**src/rtl/rx_receiver.sv**
```systemverilog
// rx_receiver: serial frame receiver. Hunts preamble+SFD, deserialises header/payload/CRC-8
// and holds the frame under a valid/ack handshake. Define RX_CRC_CHECK_EN to enable the CRC check.

`ifdef RX_CRC_CHECK_EN
module crc8_serial (
    input  logic       clk,
    input  logic       rst_n,
    input  logic       clear,
    input  logic       enable,
    input  logic       data_in,
    output logic [7:0] crc_out
);
    logic [7:0] r_crc;

    function automatic logic [7:0] crc8_step(input logic [7:0] crc, input logic bit_in);
        logic fb;
        fb = crc[7] ^ bit_in;
        return {crc[6:0], 1'b0} ^ (fb ? 8'h07 : 8'h00);
    endfunction

    // One CRC-8 (poly 0x07) step per enabled bit; clear has priority
    always_ff @(posedge clk) begin
        if (!rst_n) begin
            r_crc <= 8'h00;
        end else if (clear) begin
            r_crc <= 8'h00;
        end else if (enable) begin
            r_crc <= crc8_step(r_crc, data_in);
        end else begin
            r_crc <= r_crc;
        end
    end

    assign crc_out = r_crc;
endmodule
`endif

module rx_receiver #(
    parameter logic [15:0] PREAMBLE_PATTERN = 16'hAAAA,
    parameter logic [7:0]  SFD_PATTERN      = 8'hAB
) (
    input  logic         clk,
    input  logic         rst_n,
    input  logic         rx_line,
    input  logic         rx_ack,
    output logic [135:0] rx_packet,
    output logic         rx_valid,
    output logic         crc_err,
    output logic         overrun,
    output logic         rx_busy
);
    typedef enum logic [2:0] {
        S_HUNT   = 3'd0,
        S_HEADER = 3'd1,
        S_DATA   = 3'd2,
        S_CRC    = 3'd3,
        S_CHECK  = 3'd4
    } state_t;

    state_t         r_state;
    logic [23:0]    r_window;
    logic [7:0]     r_bit_cnt;
    logic [7:0]     r_header;
    logic [3:0]     r_len;
    logic [127:0]   r_payload;
    logic [135:0]   r_packet;
    logic           r_valid;
    logic           r_overrun;

    logic           w_sync_hit;
    logic           w_crc_ok;
    logic [7:0]     w_header_next;
    logic [7:0]     w_data_last;
    logic [6:0]     w_pidx;

    assign w_sync_hit    = ({r_window[22:0], rx_line} == {PREAMBLE_PATTERN, SFD_PATTERN});
    assign w_header_next = {r_header[6:0], rx_line};
    // (len+1)*8-1 == len*8+7
    assign w_data_last   = {1'b0, r_len, 3'b111};
    assign w_pidx        = 7'd127 - r_bit_cnt[6:0];

`ifdef RX_CRC_CHECK_EN
    logic [7:0] r_rx_crc;
    logic [7:0] w_crc_out;
    logic       r_crc_err;

    crc8_serial u_crc (
        .clk     (clk),
        .rst_n   (rst_n),
        .clear   (r_state == S_HUNT && w_sync_hit),
        .enable  (r_state == S_DATA),
        .data_in (rx_line),
        .crc_out (w_crc_out)
    );

    // Received CRC byte shift register
    always_ff @(posedge clk) begin
        if (!rst_n) begin
            r_rx_crc <= 8'h00;
        end else if (r_state == S_CRC) begin
            r_rx_crc <= {r_rx_crc[6:0], rx_line};
        end else begin
            r_rx_crc <= r_rx_crc;
        end
    end

    // CRC error pulse, one cycle after the check state
    always_ff @(posedge clk) begin
        if (!rst_n) begin
            r_crc_err <= 1'b0;
        end else begin
            r_crc_err <= (r_state == S_CHECK) && !w_crc_ok;
        end
    end

    assign w_crc_ok = (r_rx_crc == w_crc_out);
    assign crc_err  = r_crc_err;
`else
    assign w_crc_ok = 1'b1;
    assign crc_err  = 1'b0;
`endif

    // Frame FSM, deserialiser and output handshake
    always_ff @(posedge clk) begin
        if (!rst_n) begin
            r_state   <= S_HUNT;
            r_window  <= 24'h000000;
            r_bit_cnt <= 8'd0;
            r_header  <= 8'h00;
            r_len     <= 4'd0;
            r_payload <= 128'd0;
            r_packet  <= 136'd0;
            r_valid   <= 1'b0;
            r_overrun <= 1'b0;
        end else begin
            r_overrun <= 1'b0;
            if (r_valid && rx_ack) begin
                r_valid <= 1'b0;
            end
            case (r_state)
                S_HUNT: begin
                    if (w_sync_hit) begin
                        r_state   <= S_HEADER;
                        r_bit_cnt <= 8'd0;
                        r_payload <= 128'd0;
                        r_window  <= 24'h000000;
                    end else begin
                        r_window  <= {r_window[22:0], rx_line};
                    end
                end
                S_HEADER: begin
                    r_header <= w_header_next;
                    if (r_bit_cnt == 8'd7) begin
                        r_len     <= w_header_next[3:0];
                        r_state   <= S_DATA;
                        r_bit_cnt <= 8'd0;
                    end else begin
                        r_bit_cnt <= r_bit_cnt + 8'd1;
                    end
                end
                S_DATA: begin
                    r_payload[w_pidx] <= rx_line;
                    if (r_bit_cnt == w_data_last) begin
                        r_state   <= S_CRC;
                        r_bit_cnt <= 8'd0;
                    end else begin
                        r_bit_cnt <= r_bit_cnt + 8'd1;
                    end
                end
                S_CRC: begin
                    if (r_bit_cnt == 8'd7) begin
                        r_state   <= S_CHECK;
                        r_bit_cnt <= 8'd0;
                    end else begin
                        r_bit_cnt <= r_bit_cnt + 8'd1;
                    end
                end
                S_CHECK: begin
                    r_state <= S_HUNT;
                    if (!w_crc_ok) begin
                        r_overrun <= 1'b0;
                    end else if (r_valid && !rx_ack) begin
                        r_overrun <= 1'b1;
                    end else begin
                        r_packet <= {r_header, r_payload};
                        r_valid  <= 1'b1;
                    end
                end
                default: begin
                    r_state   <= S_HUNT;
                    r_bit_cnt <= 8'd0;
                    r_window  <= 24'h000000;
                end
            endcase
        end
    end

    assign rx_packet = r_packet;
    assign rx_valid  = r_valid;
    assign overrun   = r_overrun;
    assign rx_busy   = (r_state != S_HUNT);
endmodule

```
**config.mk**
```make
export PLATFORM = sky130hd
export DESIGN_NAME = rx_receiver
export DESIGN_NICKNAME = d
export VERILOG_FILES = /design/src/rtl/rx_receiver.sv
export SDC_FILE = /design/constraint.sdc
export NUM_CORES = 1
export LEC_CHECK = 0
export ABC_AREA = 1
export ABC_CLOCK_PERIOD_IN_PS = 1950
export CAP_MARGIN = 20
export CORE_MARGIN = 5
export CORE_UTILIZATION = 35
export DETAILED_ROUTE_END_ITERATION = 7
export GPL_TIMING_DRIVEN = 0
export HOLD_SLACK_MARGIN = 0.15
export SLEW_MARGIN = 20
export SYNTH_ARGS = -nofsm -noshare
export SYNTH_HDL_FRONTEND = slang
export SYNTH_SLANG_ARGS = --single-unit
```
**constraint.sdc**
```tcl
create_clock -name clk -period 1.95 [get_ports clk]
set_input_delay 0.4875 -clock clk [delete_from_list [all_inputs] [get_ports clk]]
set_output_delay 0.4875 -clock clk [all_outputs]
set_load 0.02 [all_outputs]
```
==> results.toml <==
[critical_path]
cp-start-kind = "register"
path_class = "reg2out"
slowest_stage = "dfxtp_4"
cpMostUsedCell = "nor2_4"
cp_num_buf_inv = 4
worstPathRequired_ps = 1460
critPathArrivalTime_ps = 1490
worst_path_largest_cell_delay_ps = 370
worst_path_dominant_cell_family = "flip-flops"
r2r-start = "r_bit_cnt[0]"
cp-startpoint = "r_state[0]"
setup.worst_path.end_class = "output port"
worstPathMaxFanout = 5
cp_cell_sequence = "nor2_4, inv_2, nor2_4, buf_8, inv_4, buf_6"

[die]
rows = 73
core_area_um2 = 39500
die-width_um = 209
num_io_pins = 144
start_util_pct = 35.2
die_y_um = 209
dieArea_um2 = 43700

[layout]
nNetsFinal = 2161
fillers = 4142
regArea_um2 = 6250
num_antenna_cells = 0
final_util_pct = 43.7
layout-drive-gt1-share_pct = 11.9
final_area_um2 = 17200
multiInputGateArea_um2 = 6580
syn2layout_area_growth_pct = 24.1

[hold_path]
min-delay-start = "rx_packet[122]"
holdCritPathClass = "reg2reg"

[grt]
grt_start_max_net_pins = 20
grt_pass1_vias = 12700
antenna_found_initial = 0
grt_pass1_wl_mm = 70.3
grt_remaining_overflow = 0
grtUsageTotal_pct = 19.7

[timing]
period_share_pct = 101
worstMarginPinSlew_ps = 612
skew_ps = 20.1
period_needed_ps = 1970
finalSetupTns_ps = -24.7
finalSetupViolCount = 1
fin_ws_ps = -24.7
hold_violations = 0
drv_slew = 0
relSlewSlack_pct = 59.2
rsz0062_at_grt = "yes"
fmaxAchievable_ghz = 0.506

[yosys]
yosysUniqueCellTypes = 28
ys_seq_area_share_pct = 45.0
avgSynthCellArea_um2 = 7.06
syn_nets = 1972
synth_area_um2 = 13900
ys_ff_latch = 312
synthTopCellsByArea = "dfxtp_1 (45%), nand2_1 (16%), nand3_1 (15%)"
netlist.area_leader.share_pct = 45.0
ys_warn_count = 0
netlist_instances = 1967
synth_top_area_cell = "dfxtp_1"

[detailed_routing]
dr_wl_met3_mm = 2.54
totalWireLength_mm = 44.6
vias = 13700
wl_met2_mm = 19.7
routed.top_layer = "met4"
drtPass1Iterations = 5
vias_per_cell = 5.05
drtIter0Drc = 1058
drtAntennaViolNets = 0
wire_per_inst_um = 16.5
wl_met1_mm = 21.2
drc = 0

[cts]
clock_path_buffers = 3
clock_latency_ps = 540
clkTransAtPathRegs_ps = 70
cts.sinks = 312
cts-root-buf = "clkbuf_16"
cts_tree = "yes"
cts_hold_buffers = 0
htreeDepth = 2
cts_buffers = 36

[pwr]
irDropWorstVdd_mv = 0.729
p_leak_nw = 6.31
power_density_nw_per_um2 = 1020

[status]
violations = "negative setup slack"
outcome = "complete, but fails checks"

[placed_design]
hpwl_mm = 31.1
port_buffers = 142
gp_congestion = 0.908
place_area_um2 = 16000

[run]
maxCapViolations = 0
## through the flow
| stage | power, W | setup slack [ps] | cells | hold WS, ps |
|---|---|---|---|---|
| after floorplan | 0.00916 | 338 | 1967 | 440 |
| after global placement | 0.0101 | -906 | 2634 | 452 |
| after detailed placement | 0.0102 | -940 | 2634 | 452 |
| after CTS | 0.0173 | -136 | 2693 | 447 |
| after global routing | 0.0183 | -63.4 | 2702 | 474 |
| final | 0.0175 | -24.7 | 2702 | 456 |
## power breakdown
part,switching [W],total (W),internal [W]
sequential,0.0000873,0.00656,0.00647
combinational,0.00264,0.00384,0.00120
clock,0.00273,0.00712,0.00438
## state kept, by name (all words and copies together), names as in the netlist
| signal | flops |
|---|---|
| rx_packet | 136 |
| r_payload | 128 |
| r_window | 23 |
| r_bit_cnt | 8 |
| r_header | 8 |
| r_len | 4 |
| r_state | 3 |
| overrun | 1 |
| rx_valid | 1 |
## tightest hold or removal path, cell delays in order (launching register included)
cell and delay, ps:
dfxtp_1 300, nand2_1 60, a21oi_1 50
## cell usage in the layout, fill, tap and decap left out, types with 3 or more instances in the layout
| cell | instances |
|---|---|
| inv_1 | 27 |
| nor3_4 | 4 |
| clkbuf_4 | 11 |
| clkbuf_8 | 7 |
| clkbuf_1 | 54 |
| inv_2 | 10 |
| dlygate4sd2_1 | 139 |
| nand2_4 | 5 |
| nand2_1 | 604 |
| a21oi_1 | 303 |
| buf_4 | 53 |
| bufinv_16 | 5 |
| o21ai_1 | 5 |
| buf_2 | 54 |
| nand2_2 | 5 |
| clkbuf_2 | 24 |
| xor2_1 | 3 |
| o21ai_0 | 8 |
| nor3_1 | 3 |
| clkbuf_16 | 37 |
| nand3_1 | 416 |
| clkinv_2 | 3 |
| nand3_2 | 3 |
| dfxtp_1 | 310 |
| nor2_2 | 14 |
| nor2_4 | 14 |
| nor2_1 | 35 |
## area by class of cell
type / count / share of cell area (%)
Tap cell: 525 / 3.81
Inverter: 39 / 0.879
Clock inverter: 11 / 1.11
Timing Repair Buffer: 152 / 7.68
Sequential cell: 312 / 36.3
Clock buffer: 48 / 6.02
Multi-Input combinational cell: 1429 / 38.2
Buffer: 186 / 6.00
## synthesized netlist by cell type, drive strengths merged
master and instances:
a21oi 303, nand3 419, inv 39, o211ai 2, nand2 614, a22oi 1
nor2 63, nor3 7, clkbuf 78, o21ai 13, dfxtp 312, ha 1
nand4 2, xor2 3, buf 109, conb 1
## what timing repair did
| item | CTS | global route |
|---|---|---|
| setup endpoints to repair | 370 | 217 |
| gates resized for setup | 164 | 76 |
| pin swaps | 2 | 3 |
| buffers inserted | 1 | 9 |
## per-layer routing
metal,track usage [%],vias up
met4,6.08,0
met5,0,-
met1,27.8,6284
li1,-,6909
met2,30.8,383
met3,3.47,79
## worst paths after layout
kind,end,slack (ps),cells past startpoint
hold / removal,rx_packet[122],460,2
setup / recovery,rx_busy,-20,6
hold reg to reg,rx_packet[122],460,2
setup reg to reg,r_payload[70],80,9
## cells by family after synthesis
| logic type | share of synthesized area, % |
|---|---|
| other | 0.0270 |
| flip-flops | 45.0 |
| AND/OR/NAND/NOR | 35.4 |
| XOR/XNOR | 0.189 |
| adder cells (fa/ha/maj) | 0.0901 |
| buffers and inverters | 7.74 |
| AO/OA/AOI/OAI | 11.6 |
No activity file was read; power rests on OpenSTA's default activity.
